`config.mk`:
```
export PLATFORM = sky130hd
export DESIGN_NAME = uart_tx_frame_flat
export DESIGN_NICKNAME = d
export VERILOG_FILES = /design/src/rtl/uart_tx_frame_if.sv /design/src/rtl/uart_tx_frame.sv /design/src/flat_wrapper.sv
export SDC_FILE = /design/constraint.sdc
export NUM_CORES = 1
export LEC_CHECK = 0
export BUFFER_PORTS_ARGS = -buffer_cell sky130_fd_sc_hd__buf_2
export CORE_ASPECT_RATIO = 0.9
export CORE_UTILIZATION = 60
export DETAILED_ROUTE_END_ITERATION = 6
export HOLD_SLACK_MARGIN = 0.03
export PLACE_DENSITY = 0.8
export SYNTH_ARGS = -nofsm -noshare
export SYNTH_HDL_FRONTEND = slang
export SYNTH_SLANG_ARGS = --single-unit
```
`constraint.sdc`:
```
create_clock -name i_SysClock -period 3.6 [get_ports i_SysClock]
set_input_delay 0.54 -clock i_SysClock [delete_from_list [all_inputs] [get_ports i_SysClock]]
set_output_delay 0.54 -clock i_SysClock [all_outputs]
set_load 0.005 [all_outputs]
```
`src/rtl/uart_tx_frame_if.sv`:
```
// Host-side handshake bundle for uart_tx_frame: the offered word and the FIFO-ready reply.
interface uart_tx_frame_if #(
    parameter int DATA_BITS = 8
);
    logic                 i_TxValid;
    logic [DATA_BITS-1:0] i_TxData;
    logic                 o_TxReady;

    modport master (output i_TxValid, output i_TxData, input  o_TxReady);
    modport slave  (input  i_TxValid, input  i_TxData, output o_TxReady);
endinterface

```
`src/rtl/uart_tx_frame.sv`:
```
// Parametrised UART transmitter with a transmit FIFO behind a valid/ready handshake.
// Frames are start + DATA_BITS (LSB first) + optional parity + STOP_BITS stop bits.
module uart_tx_frame #(
    parameter int  SYS_CLOCK     = 50000000,
    parameter int  UART_BAUDRATE = 115200,
    parameter int  DATA_BITS     = 8,
    parameter int  PARITY        = 0,
    parameter int  STOP_BITS     = 1,
    parameter int  FIFO_DEPTH    = 16,
    localparam int CW            = $clog2(FIFO_DEPTH) + 1
) (
    input  logic          i_SysClock,
    input  logic          i_ResetN,
    uart_tx_frame_if.slave txIf,
    output logic          o_TxSerial,
    output logic          o_TxBusy,
    output logic          o_TxDone,
    output logic [CW-1:0] o_FifoCount
);

    localparam int CLKS_PER_BIT = SYS_CLOCK / UART_BAUDRATE;
    localparam int CNTW         = $clog2(CLKS_PER_BIT);
    localparam int IDXW         = $clog2(DATA_BITS);
    localparam int PW           = $clog2(FIFO_DEPTH);

    localparam logic [CNTW-1:0] LAST_TICK = CNTW'(CLKS_PER_BIT - 1);
    localparam logic [IDXW-1:0] LAST_IDX  = IDXW'(DATA_BITS - 1);
    localparam logic            LAST_STOP = 1'(STOP_BITS - 1);
    localparam logic [CW-1:0]   DEPTH_C   = CW'(FIFO_DEPTH);

    if (PARITY < 0 || PARITY > 2) begin : gBadParity
        $error("uart_tx_frame: illegal PARITY mode %0d", PARITY);
    end

    typedef enum logic [2:0] {
        ST_IDLE,
        ST_START,
        ST_DATA,
        ST_PARITY,
        ST_STOP
    } txState_t;

    logic [DATA_BITS-1:0] fifoMem [FIFO_DEPTH];
    logic [PW-1:0]        wrPtr;
    logic [PW-1:0]        rdPtr;
    logic [CW-1:0]        fifoCount;
    logic [CW-1:0]        countNext;
    logic                 txReady;
    logic                 fifoEmpty;
    logic                 doPush;
    logic                 doPop;
    logic [DATA_BITS-1:0] headWord;
    logic                 headParity;

    txState_t             state;
    txState_t             stateNext;
    logic [CNTW-1:0]      clkCnt;
    logic [CNTW-1:0]      clkCntNext;
    logic [IDXW-1:0]      bitIdx;
    logic [IDXW-1:0]      bitIdxNext;
    logic                 stopIdx;
    logic                 stopIdxNext;
    logic [DATA_BITS-1:0] shiftReg;
    logic [DATA_BITS-1:0] shiftNext;
    logic                 parityReg;
    logic                 parityNext;
    logic                 serialReg;
    logic                 serialNext;
    logic                 doneReg;
    logic                 doneNext;
    logic                 lastTick;
    logic                 loadFrame;

    // Ready is registered from the post-edge count, so a full FIFO rejects a write even on a pop edge.
    assign doPush     = txIf.i_TxValid && txReady;
    assign fifoEmpty  = (fifoCount == '0);
    assign headWord   = fifoMem[rdPtr];
    assign headParity = (PARITY == 1) ? ~^headWord : ^headWord;
    assign lastTick   = (clkCnt == LAST_TICK);

    always_ff @(posedge i_SysClock) begin
        if (doPush) begin
            fifoMem[wrPtr] <= txIf.i_TxData;
        end
    end

    always_comb begin
        countNext = fifoCount;
        if (doPush && !doPop) begin
            countNext = fifoCount + 1'b1;
        end else if (!doPush && doPop) begin
            countNext = fifoCount - 1'b1;
        end
    end

    always_ff @(posedge i_SysClock or negedge i_ResetN) begin
        if (!i_ResetN) begin
            wrPtr     <= '0;
            rdPtr     <= '0;
            fifoCount <= '0;
            txReady   <= 1'b1;
        end else begin
            if (doPush) begin
                wrPtr <= wrPtr + 1'b1;
            end
            if (doPop) begin
                rdPtr <= rdPtr + 1'b1;
            end
            fifoCount <= countNext;
            txReady   <= (countNext < DEPTH_C);
        end
    end

    always_ff @(posedge i_SysClock or negedge i_ResetN) begin
        if (!i_ResetN) begin
            state     <= ST_IDLE;
            clkCnt    <= '0;
            bitIdx    <= '0;
            stopIdx   <= 1'b0;
            shiftReg  <= '0;
            parityReg <= 1'b0;
            serialReg <= 1'b1;
            doneReg   <= 1'b0;
        end else begin
            state     <= stateNext;
            clkCnt    <= clkCntNext;
            bitIdx    <= bitIdxNext;
            stopIdx   <= stopIdxNext;
            shiftReg  <= shiftNext;
            parityReg <= parityNext;
            serialReg <= serialNext;
            doneReg   <= doneNext;
        end
    end

    // The line level is registered, so each branch sets the level the next state will drive.
    always_comb begin
        stateNext   = state;
        clkCntNext  = clkCnt;
        bitIdxNext  = bitIdx;
        stopIdxNext = stopIdx;
        shiftNext   = shiftReg;
        parityNext  = parityReg;
        serialNext  = serialReg;
        doneNext    = 1'b0;
        loadFrame   = 1'b0;
        doPop       = 1'b0;

        unique case (state)
            ST_IDLE: begin
                serialNext = 1'b1;
                if (!fifoEmpty) begin
                    loadFrame = 1'b1;
                end
            end
            ST_START: begin
                if (lastTick) begin
                    stateNext  = ST_DATA;
                    clkCntNext = '0;
                    bitIdxNext = '0;
                    serialNext = shiftReg[0];
                end else begin
                    clkCntNext = clkCnt + 1'b1;
                end
            end
            ST_DATA: begin
                if (lastTick) begin
                    clkCntNext = '0;
                    if (bitIdx == LAST_IDX) begin
                        if (PARITY != 0) begin
                            stateNext  = ST_PARITY;
                            serialNext = parityReg;
                        end else begin
                            stateNext   = ST_STOP;
                            stopIdxNext = 1'b0;
                            serialNext  = 1'b1;
                        end
                    end else begin
                        bitIdxNext = bitIdx + 1'b1;
                        shiftNext  = shiftReg >> 1;
                        serialNext = shiftReg[1];
                    end
                end else begin
                    clkCntNext = clkCnt + 1'b1;
                end
            end
            ST_PARITY: begin
                if (lastTick) begin
                    stateNext   = ST_STOP;
                    clkCntNext  = '0;
                    stopIdxNext = 1'b0;
                    serialNext  = 1'b1;
                end else begin
                    clkCntNext = clkCnt + 1'b1;
                end
            end
            ST_STOP: begin
                serialNext = 1'b1;
                if (lastTick) begin
                    clkCntNext = '0;
                    if (stopIdx == LAST_STOP) begin
                        doneNext = 1'b1;
                        if (!fifoEmpty) begin
                            loadFrame = 1'b1;
                        end else begin
                            stateNext = ST_IDLE;
                        end
                    end else begin
                        stopIdxNext = stopIdx + 1'b1;
                    end
                end else begin
                    clkCntNext = clkCnt + 1'b1;
                end
            end
            default: begin
                stateNext  = ST_IDLE;
                serialNext = 1'b1;
            end
        endcase

        // Shared by the idle start and the back-to-back start so both begin a frame identically.
        if (loadFrame) begin
            doPop      = 1'b1;
            stateNext  = ST_START;
            clkCntNext = '0;
            shiftNext  = headWord;
            parityNext = headParity;
            serialNext = 1'b0;
        end
    end

    assign txIf.o_TxReady = txReady;
    assign o_TxSerial     = serialReg;
    assign o_TxBusy       = (state != ST_IDLE);
    assign o_TxDone       = doneReg;
    assign o_FifoCount    = fifoCount;

endmodule

```
`src/flat_wrapper.sv`:
```
// flat-port wrapper written by rule: the top's interface ports become plain ports
module uart_tx_frame_flat 
#(
    parameter int  SYS_CLOCK     = 50000000,
    parameter int  UART_BAUDRATE = 115200,
    parameter int  DATA_BITS     = 8,
    parameter int  PARITY        = 0,
    parameter int  STOP_BITS     = 1,
    parameter int  FIFO_DEPTH    = 16,
    localparam int CW            = $clog2(FIFO_DEPTH) + 1
)
  (i_SysClock, i_ResetN, o_TxSerial, o_TxBusy, o_TxDone, o_FifoCount, txIf_i_TxValid, txIf_i_TxData, txIf_o_TxReady);
  uart_tx_frame_if #(.DATA_BITS(DATA_BITS)) txIf_i ();
  input  logic i_SysClock;
  input  logic i_ResetN;
  output logic o_TxSerial;
  output logic o_TxBusy;
  output logic o_TxDone;
  output logic [CW-1:0] o_FifoCount;
  input wire logic [$bits(txIf_i.i_TxValid)-1:0] txIf_i_TxValid;
  input wire logic [$bits(txIf_i.i_TxData)-1:0] txIf_i_TxData;
  output wire logic [$bits(txIf_i.o_TxReady)-1:0] txIf_o_TxReady;
  assign txIf_i.i_TxValid = txIf_i_TxValid;
  assign txIf_i.i_TxData = txIf_i_TxData;
  assign txIf_o_TxReady = txIf_i.o_TxReady;
  uart_tx_frame #(.SYS_CLOCK(SYS_CLOCK), .UART_BAUDRATE(UART_BAUDRATE), .DATA_BITS(DATA_BITS), .PARITY(PARITY), .STOP_BITS(STOP_BITS), .FIFO_DEPTH(FIFO_DEPTH)) u_core (.i_SysClock(i_SysClock), .i_ResetN(i_ResetN), .txIf(txIf_i), .o_TxSerial(o_TxSerial), .o_TxBusy(o_TxBusy), .o_TxDone(o_TxDone), .o_FifoCount(o_FifoCount));
endmodule
```
* Word-level counts from Yosys, hierarchy flattened
Memory sizes are Yosys's and may differ from the RTL's.
Index checks and enable logic that the tools add are counted.
W data, S select, Z words.
** Storage, ports and cells
- Bits in registers :: 40
- Memory bits (writable) :: 128
- Output and inout port bits :: 9
- Word-level logic and storage cells :: 104
- Memories kept :: 1
** Memories
- u_core.fifoMem :: depth 16, width 8, rd ports 1, clocked after memory_dff 0, wr ports 1, line uart_tx_frame.sv:43 : logic [DATA_BITS-1:0] fifoMem [FIFO_DEPTH];
** Operators by class
- Add/subtract/negate cells :: 7
- $lt $le $gt $ge :: 1
- Eq/ne operators :: 21
- Mux-type cells :: 44
- Reductions and logical operators :: 19
** Operator list (count)
- $mux W3 :: 11
- $mux W8 :: 4
- $mux W9 :: 3
- $mux W1 :: 19
- $ne A3 B1 Y1 const B :: 6
- $pmux W3 S5 :: 1
- $ne A2 B1 Y1 const B :: 7
- $mux W5 :: 2
- $add A9 B1 Y9 const B :: 1
- $eq A9 B9 Y1 const B :: 1
- $add A4 B1 Y4 const B :: 2
- $reduce_and A8 Y1 :: 1
- $reduce_bool A2 Y1 :: 4
- $eq A3 B2 Y1 const B :: 2
- $eq A3 B3 Y1 const B :: 2
- $pmux W1 S3 :: 2
- $pmux W3 S2 :: 1
- $reduce_and A3 Y1 :: 2
- $reduce_bool A3 Y1 :: 2
- $add A5 B1 Y5 const B :: 1
- $logic_not A5 Y1 :: 1
- $lt A5 B5 Y1 const B :: 1
- $reduce_and A5 Y1 :: 1
- $sub A5 B1 Y5 const B :: 1
- other kinds (11) :: 14

* Longest topological paths before layout
Gate-level depths: netlist of run 1.
- Word-level depth :: 10
- Depth in mapped cells :: 13

* Worst setup path after synthesis of run 1
Ideal clock, no wire load.
- Path kind :: flip-flop to flip-flop
- Start :: register u_core.clkCnt[3]
- End :: register u_core.txReady (netlist: u_core.txIf.o_TxReady)
- Setup time :: 0.079 ns
- Arrival time :: 2.573 ns
- Setup slack :: 0.948 ns
- Cell stages (with the launch flop) :: 12
- Buffers on the path :: 1
- Clock period less this slack :: 2.652 ns
- Cell sequence :: dfrtp_1 or4b_4 or2_1 buf_6 a21oi_4 inv_1 ha_1 inv_1 nand3_1 o31ai_1 xor2_1 inv_1
** On the way
- Cells in the longest elaborated chain, start to end :: 8
** RTL lines
- start, declared :: line uart_tx_frame.sv:57 : logic [CNTW-1:0] clkCnt;
- start signal, assigned :: line uart_tx_frame.sv:126 : clkCnt <= clkCntNext;
- $eq A9 B9 Y1 (*) :: line uart_tx_frame.sv:79 : assign lastTick = (clkCnt == LAST_TICK);
- $mux W1 (*) :: line uart_tx_frame.sv:199 : if (lastTick) begin
- $pmux W1 S2 (*) :: line uart_tx_frame.sv:149 : unique case (state)
- $mux W1 (*) :: line uart_tx_frame.sv:222 : if (loadFrame) begin
- $logic_and A1 B1 Y1 / $logic_not A1 Y1 (equally long branches) :: line uart_tx_frame.sv:91, uart_tx_frame.sv:89
- $mux W5 / $logic_and A1 B1 Y1 (equally long branches) :: line uart_tx_frame.sv:91, uart_tx_frame.sv:89
- $mux W5 (*) :: line uart_tx_frame.sv:89 : if (doPush && !doPop) begin
- named net u_core.countNext[4] :: line uart_tx_frame.sv:47 : logic [CW-1:0] countNext;
- $lt A5 B5 Y1 (*) :: line uart_tx_frame.sv:110 : txReady <= (countNext < DEPTH_C);
- end signal, assigned :: line uart_tx_frame.sv:110
- end, declared :: line uart_tx_frame.sv:48 : logic txReady;
The timed path passes the listed nets; every way through them passes the cells marked *.
A chain may end at the register's enable or synchronous reset.

* Worst setup path after layout of run 1
- Start :: register u_core.fifoCount[0] (netlist: u_core.o_FifoCount[0])
- End :: register u_core.fifoCount[3] (netlist: u_core.o_FifoCount[3])
** On the way
- Cells in the longest elaborated chain, start to end :: 9
** RTL lines
- start, declared :: line uart_tx_frame.sv:46 : logic [CW-1:0] fifoCount;
- start signal, assigned :: line uart_tx_frame.sv:109 : fifoCount <= countNext;
- $logic_not A5 Y1 :: line uart_tx_frame.sv:76 : assign fifoEmpty = (fifoCount == '0);
- $mux W1 :: line uart_tx_frame.sv:152, uart_tx_frame.sv:203
- $mux W1 :: line uart_tx_frame.sv:201 : if (stopIdx == LAST_STOP) begin
- $mux W1 :: line uart_tx_frame.sv:199
- $pmux W1 S2 :: line uart_tx_frame.sv:149
- $mux W1 :: line uart_tx_frame.sv:222
- $logic_and A1 B1 Y1 / $logic_not A1 Y1 (equally long branches) :: line uart_tx_frame.sv:91, uart_tx_frame.sv:89
- $mux W5 / $logic_and A1 B1 Y1 (equally long branches) :: line uart_tx_frame.sv:91, uart_tx_frame.sv:89
- $mux W5 (*) :: line uart_tx_frame.sv:89
Every way passes the cells marked *; elsewhere a longest branch is shown, timed or not.

==> results of run 1 <==
## report_power, final
part | total, mW | leakage (nW) | internal (mW) | switching (mW)
combinational | 0.457 | 0.852 | 0.161 | 0.296
sequential | 2.37 | 1.64 | 2.27 | 0.102
clock | 1.77 | 0.289 | 0.984 | 0.787
## cell usage after synthesis, types with 3 or more instances
library cell / number
a22oi_1: 6
edfxtp_1: 128
nor2_1: 30
mux4_2: 27
inv_1: 9
a22o_1: 3
ha_1: 14
nor3_1: 7
clkbuf_1: 8
buf_2: 5
nand2b_1: 5
o22ai_1: 6
mux2i_1: 8
o21ai_1: 3
xor2_1: 6
a211oi_1: 4
o21ai_0: 24
dfrtp_1: 37
mux2_2: 14
nand2_1: 28
o211ai_1: 6
nand4_1: 4
a21oi_1: 13
xnor2_1: 6
## path summary, 6_finish.rpt
check	cells after the start	endpoint	startpoint	slack, ns
max	12	u_core.o_FifoCount[3]$_DFFE_PN0P_	u_core.o_FifoCount[0]$_DFFE_PN0P_	0.74
min	1	u_core.wrPtr[1]$_DFFE_PN0P_	i_ResetN	0.23
max reg2reg	12	u_core.o_FifoCount[3]$_DFFE_PN0P_	u_core.o_FifoCount[0]$_DFFE_PN0P_	0.74
min reg2reg	2	u_core.shiftReg[2]$_DFFE_PN0P_	u_core.shiftReg[2]$_DFFE_PN0P_	0.49
max in group asynchronous	1	u_core.state[0]$_DFFE_PN0P_	i_ResetN	2.82
min in group i_SysClock	2	u_core.shiftReg[2]$_DFFE_PN0P_	u_core.shiftReg[2]$_DFFE_PN0P_	0.49
## final cells by class
class / instances / share of cell area
Clock buffer: 17 / 0.05347
Clock inverter: 15 / 0.02029
Inverter: 10 / 0.004718
Multi-Input combinational cell: 246 / 0.2645
Sequential cell: 167 / 0.6061
Tap cell: 156 / 0.02453
Timing Repair Buffer: 31 / 0.02642
## metrics by stage
step           hold slack [ns]  utilization  setup WS (ns)
6_report                0.2304       0.6958         0.7365
5_1_grt                 0.2907       0.6958         0.5572
4_1_cts                 0.2481       0.6958         0.7614
3_5_place_dp            0.4745       0.6445         0.8032
3_3_place_gp            0.4669       0.6445         0.8966
2_1_floorplan           0.2444            -         0.9483
## placed cells by master, fill, tap and decap left out, drive strengths merged, types with 4 or more instances in the layout
| master | instances |
|---|---|
| edfxtp | 128 |
| dfrtp | 37 |
| buf | 31 |
| nor2 | 30 |
| nand2 | 28 |
| o21ai | 28 |
| mux4 | 27 |
| clkbuf | 17 |
| inv | 17 |
| mux2 | 14 |
| ha | 14 |
| a21oi | 14 |
| mux2i | 8 |
| nor3 | 7 |
| xnor2 | 7 |
| xor2 | 6 |
| o211ai | 6 |
| o22ai | 6 |
| a22oi | 6 |
| clkinv | 6 |
| nand2b | 5 |
| nand4 | 5 |
| a211oi | 4 |
## cell families after synthesis
kind of cell	count (synthesis)
simple gates	93
mux	49
compound gates	77
xor+xnor	13
fa+ha+maj	14
buf+inv	28
flops	167
## worst max-delay path, cell delays in order (launching register included)
cell	delay (ns)
dfrtp_1	0.42
inv_1	0.13
ha_1	0.19
or4b_2	0.67
nand2_1	0.22
a21oi_4	0.06
inv_1	0.15
ha_1	0.31
inv_1	0.11
nand2_1	0.13
o21ai_0	0.10
a21oi_1	0.18
a21oi_1	0.07
## per-layer routing
metal  vias up  global-route usage  routed length, um
met2       148              0.3567               6458
met1      2040              0.3622               6025
li1       1789                   -                  -
met5         -                   0                  0
met3        24             0.06497                862
met4         0             0.09158                300
## registers in the layout (all words and copies together), names as in the netlist
register and count:
u_core.fifoMem 128, u_core.clkCnt 9, u_core.shiftReg 8, u_core.o_FifoCount 5, u_core.rdPtr 4, u_core.wrPtr 4, u_core.bitIdx 3, u_core.state 3
u_core.o_TxDone 1, u_core.o_TxSerial 1, u_core.txIf.o_TxReady 1
==> impl_metrics.tcl, run 1 <==
set metrics [dict create \
    finalNonFillerCells 642 \
    register_area_sq_um 4822 \
    yosysWarnings 0 \
    max-vdd-ir-drop_uv 401.7 \
    synth_top_area_share 0.5434 \
    crit_type "register to register" \
    routedWlPerCell_um 21.25 \
    grt_start_max_net_pins 40 \
    fill_cells 704 \
    cts_max_path_buffers 2 \
    critical_path.endpoint_type "register" \
    async_reset_ff_frac 0.2335 \
    dpl.cell_count 610 \
    io_buffer_count 19 \
    maxCapViolCount 0 \
    drt_iter0_markers 382 \
    die_w_um 116.4 \
    n_antenna_cell 0 \
    seq_area_frac_synth 0.6818 \
    drtAntennaViolNets 0 \
    netlist_area_sq_um 7073 \
    synthCells 441 \
    post_cts_buffers 0 \
    synthSimpleGateAreaFrac 0.06563 \
    cts_tree "done" \
    arrival_ns 3.16 \
    min_path_type "input pin to asynchronous set/reset pin" \
    multi_input_area_sq_um 2105 \
    grt_pass1_wl_mm 21.23 \
    final_layout_size_suffix_gt1_frac 0.2449 \
    synth_cell_types 57 \
    status "finished clean" \
    clk_latency_ns 0.42 \
    fmax_ghz 0.3492 \
    setup_viol 0 \
    vias 4001 \
    first_pass_iters 5 \
    synth.avg_cell_area_sq_um 16.04 \
    placed_area_sq_um 7370 \
    netlist_top_cells_area "edfxtp_1 54%, dfrtp_1 13%, mux4_2 8.6%" \
    syn_nets 466 \
    synth_seq_cells 167 \
    synth_mux_area_frac 0.1196 \
    clock_skew_ns 0.008501 \
    ctsResizeCount 0 \
    grt_usage 0.2466 \
    hold_viol_final 0 \
    tns_ns 0 \
    fin_crit_sh 0.7954 \
    path_clk_slew_ns 0.07 \
    h-tree-depth 4 \
    worstMarginPinSlew_ns 1.157 \
    yosys_most_used_dff "edfxtp_1" \
    area_delta_synth_final_pct 12.49 \
    core_area_sq_um 11430 \
    cp_data_required_time_ns 3.89 \
    min_period_ns 2.864 \
    grt_antenna_before_repair 0 \
    power.total_mw 4.601 \
    wirelength_mm 13.65 \
    die_h_um 105 \
    drt-vias-per-instance 6.232 \
    yosys.area.top_type "edfxtp_1" \
    fin_nets 498 \
    drv_slew 0 \
    slew_headroom 0.2255 \
    synth-compound-area-share 0.07041 \
    synth_edf_count 128 \
    clkSinkCount 167 \
    grt.overflow.total 0 \
    power_leakage_nw 2.782 \
    drcViolationCount 0 \
    path_max_fanout 7 \
    synth_top_family_by_area "multiplexers" \
    p_per_area_nw_per_um2 578.3 \
    cts_inserted_buffers 17 \
    stdcell_area_sq_um 7956 \
    cts_root_buffer "clkbuf_16" \
    grt_setup_unrepaired "false" \
    floorplan.initialDensity 0.6186 \
    num_rows 37 \
    gp_congestion 0.8596 \
    place.detailed.hpwl_mm 8.820 \
    dieArea_sq_um 12230 \
    first_global_vias 3821 \
    synth_xor_xnor_area_share 0.01716 \
    start_kind "register" \
    cts_hold_buf 0 \
    pin_count 20 \
    synth_fa_ha_area_frac 0.02477 \
]
(Power assumes the default switching activity.)
==> run 2: changes to the inputs <==
- clock period: 3.6 -> 2.7 ns (I/O delays scaled with it)
==> run 2 against run 1 <==
Count of clock-buffer cells in the layout unchanged. Clock power increased by 37%. Core utilization increased by 1.7 points. Cell count increased by 3.1%. Final area increased by 2.4%. Worst hold slack got worse by 0.14 ns. Power increased by 37%. Critical path type unchanged. Largest power group unchanged.
==> impl_metrics.tcl, run 2 (synthesis results as in run 1) <==
set metrics [dict create \
    cts_inserted_buffers 17 \
    first_global_vias 3991 \
    r2r_cells 10 \
    top_regs "u_core.fifoMem: 128 flops, u_core.clkCnt: 9 flops, u_core.shiftReg: 8 flops" \
    cts_tree "done" \
    n_antenna_cell 0 \
    layout_common_cells "128 x edfxtp_1, 36 x dfrtp_1, 30 x nor2_1, 30 x buf_4" \
    drv_slew 0 \
    p_sw_frac 0.2420 \
    path_clk_slew_ns 0.06 \
    core_area_sq_um 11430 \
    min_period_ns 2.575 \
    drt_iter0_markers 391 \
    fmax_ghz 0.3883 \
    r2r-end "u_core.txIf.o_TxReady$_DFF_PN1_" \
    final_layout_size_suffix_gt1_frac 0.2866 \
    floorplan.initialDensity 0.6186 \
    power.total_mw 6.282 \
    area_delta_synth_final_pct 15.18 \
    status "finished clean" \
    routedWlPerCell_um 20.39 \
    arrival_ns 2.93 \
    h-tree-depth 4 \
    drt-vias-per-instance 6.056 \
    hold_viol_final 0 \
    crit_type "register to register" \
    place.detailed.hpwl_mm 8.669 \
    p_per_area_nw_per_um2 771.1 \
    power.clock.fraction 0.387 \
    io_buffer_count 19 \
    pin_count 20 \
    grt_antenna_before_repair 0 \
    clk_latency_ns 0.43 \
    seqPwrFrac 0.502 \
    fin_nets 518 \
    slew_headroom 0.4250 \
    max-vdd-ir-drop_uv 647.4 \
    drcViolationCount 0 \
    dieArea_sq_um 12230 \
    cts_root_buffer "clkbuf_16" \
    clkSinkCount 167 \
    fin_crit_sh 0.9537 \
    critical_path.endpoint_type "register" \
    intPower_mw 4.762 \
    num_rows 37 \
    grt_pass1_wl_mm 21.58 \
    vias 4009 \
    die_w_um 116.4 \
    wirelength_mm 13.50 \
    worstMarginPinSlew_ns 0.8625 \
    ctsResizeCount 0 \
    top_register "u_core.fifoMem" \
    largest_reg_flops 128 \
    cts_hold_buf 0 \
    cts_max_path_buffers 2 \
    rr_startpoint "u_core.clkCnt[3]$_DFFE_PN0P_" \
    grt.overflow.total 0 \
    start_kind "register" \
    grt_usage 0.2512 \
    r2r_slack_ns 0.12 \
    grt_start_max_net_pins 40 \
    pre_cts_slack_ns 0.05286 \
    min_path_type "input pin to asynchronous set/reset pin" \
    comb_power_share 0.111 \
    maxCapViolCount 0 \
    power_leakage_nw 2.901 \
    finalWorstSetupSlack_ns 0.1249 \
    clock_skew_ns 0.01382 \
    layout_commonest_cell "edfxtp_1" \
    die_h_um 105 \
    first_pass_iters 5 \
    cp_data_required_time_ns 3.06 \
    gp_congestion 0.9019 \
    path_max_fanout 6 \
    p_sw_mw 1.520 \
    post_cts_buffers 0 \
    drtAntennaViolNets 0 \
    setup_viol 0 \
    whs_ns 0.09176 \
]
run 2: cell type report:
class	count	area, sq um
inverter	10	37.54
timing repair buffer	51	360.3
clock inverter	15	176.4
fill	715	3288
multi-input combinational	246	2128
sequential	167	4823
clock buffer	17	425.4
tap	156	195.2
run 2: through the flow:
stage / area (sq um) / utilization / TNS, ns / instances
after detailed placement: 7520 / 0.6576 / 0 / 630
after CTS: 8122 / 0.7103 / 0 / 662
final: 8147 / 0.7124 / 0 / 662
after global routing: 8147 / 0.7124 / -0.1426 / 662
after global placement: 7520 / 0.6576 / 0 / 630
after floorplan: 7073 / - / 0 / 441
run 2: worst max-delay path, cell delays in order (launching register included):
cell and delay (ns):
dfrtp_2 0.44, or4b_4 0.57, or2_4 0.29, a21oi_4 0.18, inv_2 0.08, ha_1 0.20
inv_1 0.09, nand3_1 0.13, o31ai_2 0.26, xor2_1 0.22, inv_1 0.06
run 2: power by group through the flow:
stage               Clock, mW  Sequential (mW)  Combinational, mW
floorplan                   0             3.15              0.400
global placement            0             3.18              0.642
detailed placement          0             3.20              0.669
CTS                      2.47             3.15              0.681
global route             2.58             3.17              0.773
finish                   2.43             3.15              0.697
run 2: worst max-delay path by stage:
stage,startpoint,cells after the start,end
floorplan,u_core.clkCnt[3]$_DFFE_PN0P_,11,u_core.txIf.o_TxReady$_DFF_PN1_
global placement,u_core.o_FifoCount[0]$_DFFE_PN0P_,8,u_core.shiftReg[0]$_DFFE_PN0P_
detailed placement,u_core.o_FifoCount[0]$_DFFE_PN0P_,12,u_core.txIf.o_TxReady$_DFF_PN1_
CTS,u_core.o_FifoCount[0]$_DFFE_PN0P_,12,u_core.txIf.o_TxReady$_DFF_PN1_
global route,u_core.clkCnt[3]$_DFFE_PN0P_,10,u_core.txIf.o_TxReady$_DFF_PN1_
finish,u_core.clkCnt[3]$_DFFE_PN0P_,10,u_core.txIf.o_TxReady$_DFF_PN1_
run 2: routing by layer:
layer | up-vias | wire length, um | global-route usage
met5 | - | 0 | 0
met4 | 0 | 316 | 0.1136
met3 | 27 | 782 | 0.06497
met2 | 136 | 6548 | 0.3732
met1 | 2029 | 5854 | 0.3506
li1 | 1817 | - | -
==> run 3: changes to the inputs <==
- CELL_PAD_IN_SITES_DETAIL_PLACEMENT: default -> 1
- CELL_PAD_IN_SITES_GLOBAL_PLACEMENT: default -> 2
- CORE_UTILIZATION: 60 -> 46
- CTS_CLUSTER_SIZE: default -> 30
- PLACE_DENSITY: 0.8 -> 0.81
==> run 3 against run 2 <==
Global-route usage fell by 4.6 points. Cell count rose by 5.9%. Routed wire length rose by 12%. Critical path type unchanged. Critical endpoint unchanged. Largest cell class unchanged. Largest power group unchanged.
==> impl_metrics.tcl, run 3 (synthesis results as in run 1) <==
set metrics [dict create \
    p_per_area_nw_per_um2 792.4 \
    first_global_vias 4286 \
    clkSinkCount 167 \
    vias 3933 \
    placed_area_sq_um 7555 \
    worstMarginPinSlew_ns 0.9215 \
    setup_viol 0 \
    grt.overflow.total 0 \
    start_kind "register" \
    crit_path_frequent_cell "inv_1" \
    core_area_sq_um 14870 \
    critical_path_buf_inv_count 3 \
    slew_headroom 0.3857 \
    cts_root_buffer "clkbuf_16" \
    grt_antenna_before_repair 0 \
    layout_commonest_cell "edfxtp_1" \
    io_buffer_count 19 \
    grt_pass1_wl_mm 23.83 \
    n_antenna_cell 0 \
    stdcell_area_sq_um 8255 \
    power_leakage_nw 2.924 \
    place.detailed.hpwl_mm 9.817 \
    min_period_ns 2.544 \
    rr_startpoint "u_core.clkCnt[2]$_DFFE_PN0P_" \
    top_register "u_core.fifoMem" \
    intPower_mw 4.894 \
    maxCapViolCount 0 \
    top_regs "u_core.fifoMem: 128 flops, u_core.clkCnt: 9 flops, u_core.shiftReg: 8 flops" \
    drcViolationCount 0 \
    cts_tree "done" \
    pin_count 20 \
    r2r-end "u_core.txIf.o_TxReady$_DFF_PN1_" \
    p_sw_frac 0.2520 \
    drtAntennaViolNets 0 \
    crit_chain "or4b_4 -> or2_1 -> a21oi_4 -> inv_2 -> ha_1 -> inv_1 -> nand3_1 -> o31ai_2 -> xor2_1 -> inv_1" \
    comb_power_share 0.101 \
    routedWlPerCell_um 21.50 \
    seqPwrFrac 0.483 \
    gp_congestion 0.7813 \
    power.clock.fraction 0.416 \
    h-tree-depth 4 \
    max-vdd-ir-drop_uv 721.9 \
    min_path_type "input pin to asynchronous set/reset pin" \
    path_delay_family "simple AND/OR/NAND/NOR gates" \
    cp_data_required_time_ns 3.05 \
    floorplan.initialDensity 0.4756 \
    drv_slew 0 \
    drt_iter0_markers 236 \
    die_w_um 132.7 \
    clock_skew_ns 0.007978 \
    path_max_fanout 5 \
    slowest_delay_ns 0.57 \
    crit_type "register to register" \
    num_rows 42 \
    largest_reg_flops 128 \
    crit_slowest_cell "or4b_4" \
    fin_nets 515 \
    path_clk_slew_ns 0.07 \
    layout_common_cells "128 x edfxtp_1, 37 x dfrtp_1, 30 x nor2_1" \
    critical_path.endpoint_type "register" \
    fmax_ghz 0.3930 \
    r2r_slack_ns 0.16 \
    finish.utilization 0.5551 \
    whs_ns 0.1151 \
    area_delta_synth_final_pct 16.72 \
    dieArea_sq_um 15880 \
    fin_crit_sh 0.9424 \
    die_h_um 119.6 \
    wirelength_mm 15.08 \
    grt_usage 0.2049 \
    final_layout_size_suffix_gt1_frac 0.2783 \
    cts_max_path_buffers 2 \
    clk_latency_ns 0.42 \
    r2r_cells 10 \
    status "finished clean" \
    grt_setup_unrepaired "true" \
    p_sw_mw 1.648 \
    arrival_ns 2.90 \
    first_pass_iters 4 \
    hold_viol_final 0 \
    drt-vias-per-instance 5.611 \
    cts_inserted_buffers 17 \
    grt_start_max_net_pins 40 \
]
## run 3: area by class of cell
type                    count  area (sq um)
fillers                  1392          6616
flip-flops and latches    167          4822
multi-input cells         246          2128
clock buffers              17         425.4
repair buffers             48         337.8
clock inverters            15         256.5
well taps                 198         247.7
inverters                  10         37.54
## run 3: repair_timing
item / CTS / global route
hold buffers: 0 / 0
setup endpoints to repair: 0 / 12
buffers inserted: 0 / 0
endpoints found under the hold margin: 0 / 0
gates resized for setup: 0 / 5
## run 3: routing by layer
metal	routed length, um	track usage
met2	7610	0.3438
met1	6717	0.2648
met5	0	0
met3	549	0.05154
met4	197	0.05963
## run 3: how the worst max path moves through the flow
| stage | startpoint | to | slack (ns) | cells past startpoint |
|---|---|---|---|---|
| 6_report | u_core.clkCnt[2]$_DFFE_PN0P_ | u_core.txIf.o_TxReady$_DFF_PN1_ | 0.16 | 10 |
| 5_1_grt | u_core.clkCnt[2]$_DFFE_PN0P_ | u_core.txIf.o_TxReady$_DFF_PN1_ | -0.02 | 10 |
| 4_1_cts | u_core.o_FifoCount[0]$_DFFE_PN0P_ | u_core.txIf.o_TxReady$_DFF_PN1_ | 0.002 | 12 |
| 3_5_place_dp | u_core.o_FifoCount[0]$_DFFE_PN0P_ | u_core.txIf.o_TxReady$_DFF_PN1_ | 0.04 | 12 |
| 3_3_place_gp | u_core.o_FifoCount[0]$_DFFE_PN0P_ | u_core.txIf.o_TxReady$_DFF_PN1_ | 0.15 | 12 |
| 2_1_floorplan | u_core.clkCnt[3]$_DFFE_PN0P_ | u_core.txIf.o_TxReady$_DFF_PN1_ | 0.05 | 11 |
## run 3: stage by stage
stage	TNS (ns)	cells	setup slack, ns	total power, mW
after floorplan	0	441	0.04831	3.554
after global placement	0	669	0.1493	3.807
after detailed placement	0	669	0.03762	3.865
after CTS	0	701	0.002302	6.591
after global routing	-0.01747	701	-0.01747	6.764
final	0	701	0.1556	6.542
## run 3: power by group through the flow
stage	sequential (mW)	combinational (mW)	clock [mW]
2_1_floorplan	3.15	0.400	0
3_3_place_gp	3.18	0.624	0
3_5_place_dp	3.21	0.656	0
4_1_cts	3.16	0.664	2.77
5_1_grt	3.18	0.739	2.84
6_report	3.16	0.659	2.72
